$ cat src/rtl/fwd_select_ctrl.sv
// rtl/fwd_select_ctrl.sv - operand forwarding select and load-use stall control
module fwd_select_ctrl #(
    parameter int REG_ADDR_W     = 4,
    parameter int LOAD_STALL_CYC = 1
) (
    input  logic                  clk,
    input  logic                  rst,
    input  logic                  id_valid,
    input  logic [REG_ADDR_W-1:0] id_rs,
    input  logic [REG_ADDR_W-1:0] id_rt,
    input  logic [REG_ADDR_W-1:0] id_rd,
    input  logic                  id_wr_en,
    input  logic                  id_is_load,
    input  logic                  flush,
    output logic                  stall,
    output logic [1:0]            sel_a,
    output logic [1:0]            sel_b,
    output logic                  ex_valid
);

    localparam logic [1:0] SEL_RF    = 2'b00;
    localparam logic [1:0] SEL_EXMEM = 2'b01;
    localparam logic [1:0] SEL_MEMWB = 2'b10;

    // Counter preload on entering STALL; the hazard cycle itself is the first bubble.
    localparam logic [1:0] STALL_PRELOAD = 2'(LOAD_STALL_CYC - 1);
    localparam logic [REG_ADDR_W-1:0] R0 = '0;

    typedef enum logic {
        S_IDLE  = 1'b0,
        S_STALL = 1'b1
    } state_t;

    state_t state_q;
    logic [1:0] cnt_q;

    // Shadow pipeline. The load flag only matters while the producer sits in EX,
    // so MEM and WB carry just valid/dest/write-enable.
    logic                  ex_v_q, ex_we_q, ex_ld_q;
    logic [REG_ADDR_W-1:0] ex_rd_q;
    logic                  mem_v_q, mem_we_q;
    logic [REG_ADDR_W-1:0] mem_rd_q;
    logic                  wb_v_q, wb_we_q;
    logic [REG_ADDR_W-1:0] wb_rd_q;

    logic [1:0] sel_a_q, sel_b_q;

    logic                  ex_v_d, ex_we_d, ex_ld_d;
    logic [REG_ADDR_W-1:0] ex_rd_d;
    logic [1:0]            sel_a_d, sel_b_d;

    logic hazard;
    logic ex_take;
    logic ex_fwd_ok, mem_fwd_ok, wb_wr_ok;

    // Pick the youngest producer of src. EX producers that are loads have no
    // data yet, so they are skipped here and handled by the stall instead.
    function automatic logic [1:0] sel_for(
        input logic [REG_ADDR_W-1:0] src,
        input logic                  ex_ok,
        input logic [REG_ADDR_W-1:0] ex_rd,
        input logic                  mem_ok,
        input logic [REG_ADDR_W-1:0] mem_rd,
        input logic                  wb_ok,
        input logic [REG_ADDR_W-1:0] wb_rd
    );
        if (src == R0)
            return SEL_RF;
        else if (ex_ok && ex_rd == src)
            return SEL_EXMEM;
        else if (mem_ok && mem_rd == src)
            return SEL_MEMWB;
        else if (wb_ok && wb_rd == src)
            return SEL_RF;   // write-first register file already has it
        else
            return SEL_RF;
    endfunction

    assign ex_fwd_ok  = ex_v_q  & ex_we_q  & ~ex_ld_q & (ex_rd_q  != R0);
    assign mem_fwd_ok = mem_v_q & mem_we_q & (mem_rd_q != R0);
    assign wb_wr_ok   = wb_v_q  & wb_we_q  & (wb_rd_q  != R0);

    assign hazard = id_valid & ex_v_q & ex_we_q & ex_ld_q & (ex_rd_q != R0) &
                    ((ex_rd_q == id_rs) | (ex_rd_q == id_rt));

    assign stall = ((state_q == S_IDLE) && hazard) || (state_q == S_STALL);

    // A real instruction enters EX only when decode is neither stalled nor squashed.
    assign ex_take = id_valid & ~stall & ~flush;

    // Next contents of the EX shadow slot and the selects that travel with it.
    always_comb begin
        ex_v_d  = ex_take;
        ex_rd_d = ex_take ? id_rd : R0;
        ex_we_d = ex_take & id_wr_en;
        ex_ld_d = ex_take & id_is_load;
        sel_a_d = SEL_RF;
        sel_b_d = SEL_RF;
        if (ex_take) begin
            sel_a_d = sel_for(id_rs, ex_fwd_ok, ex_rd_q, mem_fwd_ok, mem_rd_q, wb_wr_ok, wb_rd_q);
            sel_b_d = sel_for(id_rt, ex_fwd_ok, ex_rd_q, mem_fwd_ok, mem_rd_q, wb_wr_ok, wb_rd_q);
        end
    end

    // Advance the shadow stages and register the operand selects.
    always_ff @(posedge clk) begin
        if (rst) begin
            ex_v_q   <= 1'b0;
            ex_rd_q  <= R0;
            ex_we_q  <= 1'b0;
            ex_ld_q  <= 1'b0;
            mem_v_q  <= 1'b0;
            mem_rd_q <= R0;
            mem_we_q <= 1'b0;
            wb_v_q   <= 1'b0;
            wb_rd_q  <= R0;
            wb_we_q  <= 1'b0;
            sel_a_q  <= SEL_RF;
            sel_b_q  <= SEL_RF;
        end else begin
            ex_v_q   <= ex_v_d;
            ex_rd_q  <= ex_rd_d;
            ex_we_q  <= ex_we_d;
            ex_ld_q  <= ex_ld_d;
            mem_v_q  <= ex_v_q;
            mem_rd_q <= ex_rd_q;
            mem_we_q <= ex_we_q;
            wb_v_q   <= mem_v_q;
            wb_rd_q  <= mem_rd_q;
            wb_we_q  <= mem_we_q;
            sel_a_q  <= sel_a_d;
            sel_b_q  <= sel_b_d;
        end
    end

    // Stall sequencer: stretches a load-use stall to LOAD_STALL_CYC bubbles.
    always_ff @(posedge clk) begin
        if (rst || flush) begin
            state_q <= S_IDLE;
            cnt_q   <= 2'd0;
        end else begin
            case (state_q)
                S_IDLE: begin
                    if (hazard && LOAD_STALL_CYC > 1) begin
                        state_q <= S_STALL;
                        cnt_q   <= STALL_PRELOAD;
                    end
                end
                S_STALL: begin
                    if (cnt_q <= 2'd1) begin
                        state_q <= S_IDLE;
                        cnt_q   <= 2'd0;
                    end else begin
                        cnt_q <= cnt_q - 2'd1;
                    end
                end
                default: begin
                    state_q <= S_IDLE;
                    cnt_q   <= 2'd0;
                end
            endcase
        end
    end

    assign sel_a    = sel_a_q;
    assign sel_b    = sel_b_q;
    assign ex_valid = ex_v_q;

endmodule
$ cat config.mk
export PLATFORM = sky130hd
export DESIGN_NAME = fwd_select_ctrl
export DESIGN_NICKNAME = d
export VERILOG_FILES = /design/src/rtl/fwd_select_ctrl.sv
export SDC_FILE = /design/constraint.sdc
export NUM_CORES = 1
export LEC_CHECK = 0
export BUFFER_PORTS_ARGS = -buffer_cell sky130_fd_sc_hd__clkbuf_2
export CORE_ASPECT_RATIO = 0.7
export CORE_MARGIN = 8
export CORE_UTILIZATION = 28
export CTS_CLUSTER_SIZE = 40
export DETAILED_ROUTE_END_ITERATION = 6
export MAX_ROUTING_LAYER = met4
export PLACE_DENSITY = 0.58
export SKIP_LAST_GASP = 1
export SYNTH_ARGS = -nofsm -noshare
export SYNTH_HDL_FRONTEND = slang
export SYNTH_SLANG_ARGS = --single-unit
$ cat constraint.sdc
create_clock -name clk -period 2.7 [get_ports clk]
set_clock_uncertainty 0.15 [all_clocks]
set_input_delay 0.405 -clock clk [delete_from_list [all_inputs] [get_ports clk]]
set_output_delay 0.405 -clock clk [all_outputs]
set_load 0.03 [all_outputs]
==> results of run 1 <==
metal layers:
layer | up-vias | part of all wire | GRT usage | routed length (µm)
met5 | - | 0 | - | 0
met4 | 0 | 0.018 | 0.05224 | 36
met3 | 5 | 0.077 | 0.04454 | 153
met2 | 24 | 0.42 | 0.1132 | 840
met1 | 326 | 0.48 | 0.1056 | 966
li1 | 356 | - | - | -
flip-flops by register name, summed over array words and instances, names as in the netlist:
register  cells
ex_we_q       1
mem_we_q      1
mem_v_q       1
mem_rd_q      4
state_q       1
ex_ld_q       1
ex_valid      1
cnt_q         2
ex_rd_q       4
sel_b         2
sel_a         2
per-stage QoR:
step / hold slack [ns] / power, W
2_1_floorplan: 0.2620 / 0.0003393
3_3_place_gp: 0.2696 / 0.0003639
3_5_place_dp: 0.2843 / 0.0003656
4_1_cts: 0.1923 / 0.0006646
5_1_grt: 0.1827 / 0.0006876
6_report: 0.1976 / 0.0006570
critical path: stages, from the launching register on:
cell       delay, ns
dfxtp_1         0.42
xnor2_1         0.17
nand4_2         0.20
a2111oi_4       0.39
or2_1           0.14
clkbuf_2        0.20
power by group through the flow:
stage          sequential (W)  combinational, W  clock, W
3_5_place_dp         0.000311         0.0000545         0
3_3_place_gp         0.000311         0.0000529         0
4_1_cts              0.000304         0.0000549  0.000306
6_report             0.000304         0.0000546  0.000298
5_1_grt              0.000305         0.0000600  0.000323
2_1_floorplan        0.000311         0.0000286         0
logic make-up (layout without fill, tap and decap cells):
logic type,after synthesis,in the layout,synth area share
xor+xnor,14,14,0.1443
simple gates,44,44,0.3137
compound gates,4,4,0.05302
flops,20,20,0.4713
mux,1,1,0.01325
buf+inv,1,29,0.004414
cell usage after synthesis:
cell	number
nor3b_1	6
nand2_1	5
or2_1	2
nor4_1	6
nor3_1	8
a21oi_1	1
mux2_2	1
nand4_1	1
nor2b_1	6
nor2_1	1
dfxtp_1	20
inv_1	1
nor2_2	1
nand4_2	1
and2_1	2
a2111oi_4	1
or3_1	2
xnor2_1	14
o22ai_1	2
nand3_1	2
nand3b_2	1
placed cells by master, fill, tap and decap left out:
cell type,n
o22ai_1,2
nand3_1,2
nor2_1,1
and2_1,2
or2_1,2
nand2_1,5
bufinv_16,1
a2111oi_4,1
nor2b_1,6
mux2_2,1
nand4_2,1
inv_1,1
clkbuf_8,3
dfxtp_1,20
nor3b_1,6
a21oi_1,1
clkbuf_2,23
or3_1,2
buf_4,1
nand4_1,1
xnor2_1,14
nand3b_2,1
nor2_2,1
nor3_1,8
nor4_1,6
worst max path at each step:
stage	slack [ns]	endpoint	startpoint
floorplan	0.54	stall	id_rs[2]
global placement	0.54	stall	id_rs[2]
detailed placement	0.48	stall	id_rs[0]
CTS	0.34	stall	ex_rd_q[0]$_SDFF_PP0_
global route	0.15	stall	ex_rd_q[0]$_SDFF_PP0_
finish	0.36	stall	ex_rd_q[0]$_SDFF_PP0_
cell type report:
cell class | count | area (µm²) | area share
Multi-Input combinational cell | 63 | 445.4 | 0.4092
Sequential cell | 20 | 400.4 | 0.3678
Timing Repair Buffer | 24 | 122.6 | 0.1126
Tap cell | 36 | 45.04 | 0.04138
Clock inverter | 1 | 30.03 | 0.02759
Inverter | 1 | 3.754 | 0.003448
Clock buffer | 3 | 41.29 | 0.03793
==> qor.csv, run 1 <==
metric,value,unit
Total Wirelength,1996,µm
dominant cell type by area after synthesis,dfxtp_1,
RR Startpoint,ex_rd_q[0]$_SDFF_PP0_,
switching component of the power,0.0001326,W
post-CTS setup buffer count,0,
Die Y,62.09,µm
Post-Synthesis Cell Area,849.6,µm²
Required @ worst endpoint,2.14,ns
post-layout net count,131,
reg2reg path depth,5,
Initial Util,0.2989,
total die area,5081,µm²
cts bufs inserted,3,
Peak VDD IR,252.9,µV
grt ovf,0,
crit share post-route,0.8681,
Worst-Skew Late Latency,0.26,ns
Sw Ratio,0.2019,
"FF+latch count, synth",20,
Worst Setup Start Kind,register,
Slew headroom,0.6447,
Via density,4.804,
Internal,0.0005244,W
Hold Buf Count CTS,0,
first-pass GRT wire length,3132,µm
Die Span X,81.84,µm
Clock power frac,0.454,
Filler cells,293,
HPWL after DPL,1596,µm
synth warn,0,
fin. max-slew vios,0,
max cap viols,0,
Peak Freq,0.4266,GHz
WHS Endpoint,state_q$_SDFF_PP0_,
setup_tns,0,ns
"reg-to-reg slack, setup",0.96,ns
Netlist cell types,21,
combinational power share,0.083,
post-synth top area share,0.4713,
Finished Cell Area,1089,µm²
Setup CP Type,register to output port,
Hold WC Path Type,input pin to register,
syn nets,102,
clk root buf,clkbuf_8,
wire per inst,13.49,µm
RR Endpoint,ex_ld_q$_SDFF_PP0_,
pwr dens,603.6,nW/µm²
Residual DRC,0,
largest net degree at the start of global routing,13,
largest fanout on the critical path,4,
initial DRC count,34,
Cell Rows,16,
I/O pin total,24,
initial antenna violation count,0,
register area share after synthesis,0.4713,
final setup violation count,0,
htree depth,1,
Post-Syn Instances,84,
Static Leak,0.3917,nW
vias in the first global route,663,
cts repair resizes,0,
CTS tree,done,
Reg power frac,0.463,
final hold vios,0,
Synth area leaders,"dfxtp_1 47%, xnor2_1 14%, nor3b_1 5.3%",
Hold Crit Depth,2,
fin util,0.3829,
fraction of layout instances using a drive strength above 1,0.2946,
ANT nets after route,0,
Core Area,2843,µm²
dpl cell area,1017,µm²
GPL Wtd Cong,0.8541,
Finished Layout Cells,148,
# placed instances,144,
final worst slack,0.3561,ns
Critical Path End Type,output port,
I/O Buffers,23,
Clock Sinks,20,
Place WS,0.4764,ns
n_diodes,0,
outcome,completed,
RSZ-0062 raised after global routing,no,
worst-case clock buffer depth,2,
total number of vias,711,
Final min period,2.344,ns
WP data arrival,1.79,ns
clk slew on worst S/H paths,0.07,ns
HP Start,flush,
DRT Pass-1 Iters,4,
Area Growth Syn to Fin,28.13,%
Slew @ Worst Pin,0.5281,ns
Syn Area/Cell,10.11,µm²
Total GRT Usage,0.08769,
Power figures use the tool's default switching activity.
==> run 2, diff against run 1 <==
Settings changed: ABC_AREA from default to 1.
==> run 2 against run 1 <==
Effect of this change: critical path type unchanged; sequential share of layout area shrank 2.6 points; highest routed layer unchanged; clock power shrank 1%; register-to-register slack improved by 0.34 ns; via count increased by 19%; global-route usage is 0.13 points lower; critical endpoint unchanged; core utilization decreased by 1.3 points; area after synthesis rose by 10%; routed wire length is 6.7% higher.
==> qor.csv, run 2 <==
metric,value,unit,change
Post-Syn Instances,132,,+57%
Area Growth Syn to Fin,24.97,%,
initial antenna violation count,0,,unchanged
Core Area,3169,µm²,+11%
Hold Buf Count CTS,0,,unchanged
syn nets,150,,+47%
crit share post-route,0.7592,,-0.1089
Largest regs,"ex_rd_q: 4 flops, mem_rd_q: 4 flops",,
Worst path top cell family by delay,simple AND/OR/NAND/NOR gates,,
Final min period,2.050,ns,-0.2941 ns
DRT Pass-1 Iters,4,,unchanged
fraction of layout instances using a drive strength above 1,0.2138,,-0.08081
most common cell in the netlist,nand2_1,,
Critical Path End Type,output port,,
max cap viols,0,,unchanged
final hold vios,0,,unchanged
vias in the first global route,859,,+30%
first-pass GRT wire length,3732,µm,+19%
CP cell instances,inv_1 -> nand2_1 -> nand2_1 -> nor2_1 -> nand2_1 -> nand2_1 -> nand2_2 -> nand2_1 -> clkbuf_2,,
dpl cell area,1100,µm²,+8.1%
largest net degree at the start of global routing,13,,unchanged
Finished Cell Area,1171,µm²,+7.6%
post-layout net count,178,,+36%
Slew @ Worst Pin,0.2719,ns,-0.2562 ns
Setup CP Type,register to output port,,
Syn Area/Cell,7.100,µm²,-30%
slowest cell on the critical path,dfxtp_1,,
WP data arrival,1.49,ns,-0.30 ns
htree depth,1,,unchanged
I/O Buffers,23,,unchanged
initial DRC count,52,,+53%
Initial Util,0.2957,,-0.003159
Die Span X,85.15,µm,+4.0%
Tot Pwr,0.0006589,W,+0.28%
"commonest non-fill, non-tap cell in the layout",nand2_1,,
final setup violation count,0,,unchanged
fin. max-slew vios,0,,unchanged
Slew headroom,0.8185,,+0.1738
ANT nets after route,0,,unchanged
"commonest non-fill, non-tap cells in the layout","33 x nand2_1, 27 x nor2_1, 24 x inv_1",,
cts bufs inserted,3,,unchanged
dominant synthesized flop cell,dfxtp_1,,
post-synth top area share,0.4272,,-0.04404
cts repair resizes,0,,unchanged
share of flip-flops with an asynchronous set or reset,0,,unchanged
outcome,completed,,
total number of vias,847,,+19%
"FF+latch count, synth",20,,unchanged
Peak VDD IR,370.4,µV,+46%
setup_tns,0,ns,unchanged
Peak Freq,0.4878,GHz,+14%
CP Buf/Inv Count,2,,+1
Die Y,64.41,µm,+3.7%
total die area,5484,µm²,+7.9%
grt ovf,0,,unchanged
largest fanout on the critical path,4,,unchanged
pwr dens,562.6,nW/µm²,-6.8%
HPWL after DPL,1818,µm,+14%
clk root buf,clkbuf_8,,
worst-case clock buffer depth,2,,unchanged
Total Wirelength,2129,µm,+6.7%
n_diodes,0,,unchanged
Worst Setup Start Kind,register,,
Synth area leaders,"dfxtp_1 43%, nand2_1 13%, nor2_1 11%",,
CP most frequent cell,nand2_1,,
register area share after synthesis,0.4272,,-0.04404
wire per inst,10.81,µm,-20%
Post-Synthesis Cell Area,937.1,µm²,+10%
synth warn,0,,unchanged
Netlist cell types,16,,-24%
post-CTS setup buffer count,0,,unchanged
I/O pin total,24,,unchanged
GPL Wtd Cong,0.8507,,-0.40%
dominant cell type by area after synthesis,dfxtp_1,,
CTS tree,done,,
clk slew on worst S/H paths,0.07,ns,about the same
most instantiated cells after synthesis,"33 x nand2_1, 27 x nor2_1, 24 x inv_1, 20 x dfxtp_1, 8 x xnor2_1",,
Worst-Skew Late Latency,0.26,ns,about the same
Via density,4.299,,-11%
Required @ worst endpoint,2.14,ns,about the same
Static Leak,0.5848,nW,+49%
Cell Rows,17,,+1
Total GRT Usage,0.08641,,-0.001286
Critical Path Max Stage Delay,0.37,ns,-0.05 ns
Residual DRC,0,,unchanged
"EDFF count, synth",0,,unchanged
Clock Sinks,20,,unchanged
Hold WC Path Type,input pin to register,,
RSZ-0062 raised after global routing,no,,
run 2: area by class of cell:
class,instances,area [µm²]
tap,38,47.55
timing repair buffer,23,115.1
clock inverter,1,30.03
clock buffer,3,41.29
multi-input combinational,87,442.9
fill,337,1998
sequential,20,400.4
inverter,25,93.84
run 2: worst paths after layout:
check / start / to / slack (ns) / cells after the start
worst max-delay path: ex_rd_q[1]$_SDFF_PP0_ / stall / 0.65 / 9
worst max register to register: ex_rd_q[1]$_SDFF_PP0_ / ex_rd_q[0]$_SDFF_PP0_ / 1.30 / 9
worst min-delay path: id_rd[2] / ex_rd_q[2]$_SDFF_PP0_ / 0.19 / 3
worst min register to register: ex_we_q$_SDFF_PP0_ / mem_we_q$_SDFF_PP0_ / 0.30 / 2
run 2: layer usage:
layer,routed length (µm),vias to the layer above,global-route usage
met5,0,-,-
met4,50,0,0.03974
met3,138,4,0.02551
met2,930,28,0.1311
met1,1009,364,0.1031
li1,-,451,-
run 2: cells by family after synthesis:
logic type,count (synthesis),synth area share
xor+xnor,8,0.07477
buf+inv,25,0.1001
flops,20,0.4272
simple gates,78,0.3899
compound gates,1,0.008014
run 2: worst reg2reg max path, delay by kind of cell (launching register included):
family | cells | cell delay [ns]
buffers and inverters | 1 | 0.10
DFF | 1 | 0.37
and+or+nand+nor | 8 | 0.68
run 2: where the power goes:
part | total, W | switching [W] | internal [W]
clock | 0.000294 | 0.0000962 | 0.000198
combinational | 0.0000615 | 0.0000348 | 0.0000267
sequential | 0.000303 | 0.00000392 | 0.000299
run 2: stage by stage:
step	setup WS [ns]	util	instances	hold WS, ns
3_5_place_dp	0.8144	0.3470	193	0.3010
5_1_grt	0.5364	0.3695	197	0.2031
2_1_floorplan	1.065	-	132	0.2749
4_1_cts	0.6527	0.3695	197	0.1843
6_report	0.6502	0.3695	197	0.1899
3_3_place_gp	0.8389	0.3470	193	0.3016
==> run 3, diff against run 2 <==
Clock period 2.7 ns to 2 ns, I/O delays scaled along.
==> run 3 against run 2 <==
Effect of this change: global-route usage is essentially flat; combinational power is 37% higher; core utilization increased by 0.12 points; clock power up 34%; die area unchanged; routed wire length rose by 1.3%; clock-buffer cell count stayed put; sequential cell count unchanged; critical endpoint unchanged; highest routed layer unchanged.
==> qor.csv, run 3 (same netlist as run 2, synthesis figures left out) <==
metric,value,unit,change
CP cell instances,inv_1 -> nand2_1 -> nand2_1 -> nor2_1 -> nand2_1 -> nand2_1 -> nand2_2 -> nand2_1 -> clkbuf_4,,
CP Buf/Inv Count,2,,unchanged
RR Endpoint,ex_rd_q[2]$_SDFF_PP0_,,
vias in the first global route,876,,+2.0%
Static Leak,0.5855,nW,+0.12%
wire per inst,10.95,µm,+1.3%
fraction of layout instances using a drive strength above 1,0.2201,,+0.006289
I/O Buffers,23,,unchanged
pwr dens,756.9,nW/µm²,+35%
CTS tree,done,,
WHS Endpoint,ex_rd_q[2]$_SDFF_PP0_,,
fin. max-slew vios,0,,unchanged
GPL Wtd Cong,0.8462,,-0.53%
final setup violation count,0,,unchanged
Total GRT Usage,0.08643,,about the same
"commonest non-fill, non-tap cells in the layout","33 x nand2_1, 27 x nor2_1, 24 x inv_1",,
dpl cell area,1100,µm²,unchanged
Worst path top cell family by delay,simple AND/OR/NAND/NOR gates,,
initial antenna violation count,0,,unchanged
Peak VDD IR,262.7,µV,-29%
Critical Path Start,ex_rd_q[1]$_SDFF_PP0_,,
Area Growth Syn to Fin,25.37,%,
I/O pin total,24,,unchanged
total die area,5484,µm²,unchanged
Required @ worst endpoint,1.55,ns,-0.59 ns
grt ovf,0,,unchanged
HPWL after DPL,1829,µm,+0.60%
Slew @ Worst Pin,0.2613,ns,-0.01066 ns
n_diodes,0,,unchanged
DRT Pass-1 Iters,4,,unchanged
final hold vios,0,,unchanged
RSZ-0062 raised after global routing,no,,
Worst Setup Start Kind,register,,
Clock Sinks,20,,unchanged
Largest regs,"ex_rd_q: 4 flops, mem_rd_q: 4 flops",,
WP data arrival,1.47,ns,-0.02 ns
HP Start,id_rd[2],,
Reg area,401.6,µm²,+0.31%
Total Wirelength,2157,µm,+1.3%
Filler cells,327,,-3.0%
"commonest non-fill, non-tap cell in the layout",nand2_1,,
"reg-to-reg slack, setup",0.61,ns,-0.69 ns
setup_tns,0,ns,unchanged
Setup CP Type,register to output port,,
first-pass GRT wire length,3684,µm,-1.3%
Cell Rows,17,,unchanged
clk slew on worst S/H paths,0.07,ns,about the same
Finished Cell Area,1175,µm²,+0.32%
reg2reg path depth,9,,unchanged
RR Startpoint,ex_rd_q[1]$_SDFF_PP0_,,
Critical Path End Type,output port,,
Worst-Skew Late Latency,0.26,ns,about the same
htree depth,1,,unchanged
WP depth,9,,unchanged
Peak Freq,0.5208,GHz,
clk root buf,clkbuf_8,,
slowest cell on the critical path,dfxtp_1,,
worst-case clock buffer depth,2,,unchanged
largest net degree at the start of global routing,13,,unchanged
Core Area,3169,µm²,unchanged
CP most frequent cell,nand2_1,,
Hold WC Path Type,input pin to register,,
ANT nets after route,0,,unchanged
largest fanout on the critical path,4,,unchanged
max cap viols,0,,unchanged
Final min period,1.920,ns,
Initial Util,0.2957,,unchanged
crit share post-route,0.9600,,
Multi-input gate area,442.9,µm²,unchanged
Die Span X,85.15,µm,unchanged
total number of vias,875,,+3.3%
cts bufs inserted,3,,unchanged
post-layout net count,178,,unchanged
Hold Crit Depth,3,,unchanged
initial DRC count,78,,+50%
outcome,completed,,
Via density,4.442,,+3.3%
Residual DRC,0,,unchanged
Slew headroom,0.8256,,+0.007117
Die Y,64.41,µm,unchanged
Critical Path Max Stage Delay,0.36,ns,about the same
==> run 3: what timing repair did <==
item                       in CTS  in global routing
setup endpoints to repair       0                  1
setup buffers                   0                  0
hold buffers                    0                  0
gates resized for setup         0                  3
==> run 3: worst max-delay path by stage <==
stage | to | slack, ns
final | stall | 0.08
after global routing | stall | 0.002
after CTS | stall | 0.07
after detailed placement | stall | 0.33
after global placement | stall | 0.35
after floorplan | stall | 0.47
==> run 3: final cells by class <==
type	count	area share
timing repair buffer	23	0.1001
sequential	20	0.3419
inverter	25	0.07987
clock buffer	3	0.03514
multi-input combinational	87	0.3770
tap	38	0.04047
clock inverter	1	0.02556
==> run 3: layer usage <==
layer	GRT usage	part of all wire	vias up
li1	-	-	451
met1	0.09663	0.48	386
met2	0.1340	0.44	34
met3	0.03189	0.056	4
met4	0.04194	0.018	0
met5	-	0	-
==> run 3: through the flow <==
| step | hold WS [ns] | power [W] | setup WS, ns | util | std cells |
|---|---|---|---|---|---|
| after floorplan | 0.2222 | 0.0004678 | 0.4701 | - | 132 |
| after global placement | 0.3021 | 0.0005005 | 0.3542 | 0.3470 | 193 |
| after detailed placement | 0.3192 | 0.0005022 | 0.3262 | 0.3470 | 193 |
| after CTS | 0.08377 | 0.0008995 | 0.06771 | 0.3695 | 197 |
| after global routing | 0.08676 | 0.0009282 | 0.001506 | 0.3707 | 197 |
| final | 0.08351 | 0.0008892 | 0.08004 | 0.3707 | 197 |
==> run 3: power by group <==
part | total, W | internal, W | switching, W
clock network | 0.000395 | 0.000267 | 0.000128
registers | 0.000410 | 0.000404 | 0.00000524
logic | 0.0000843 | 0.0000361 | 0.0000482
==> run 3: worst reg2reg max path, stage by stage (launching register included) <==
cell,delay [ns]
dfxtp_1,0.36
inv_1,0.10
nand2_1,0.07
nand2_1,0.04
nor2_1,0.11
nand2_1,0.08
nand2_1,0.10
nand2_2,0.10
nand3_4,0.11
nor2_1,0.05
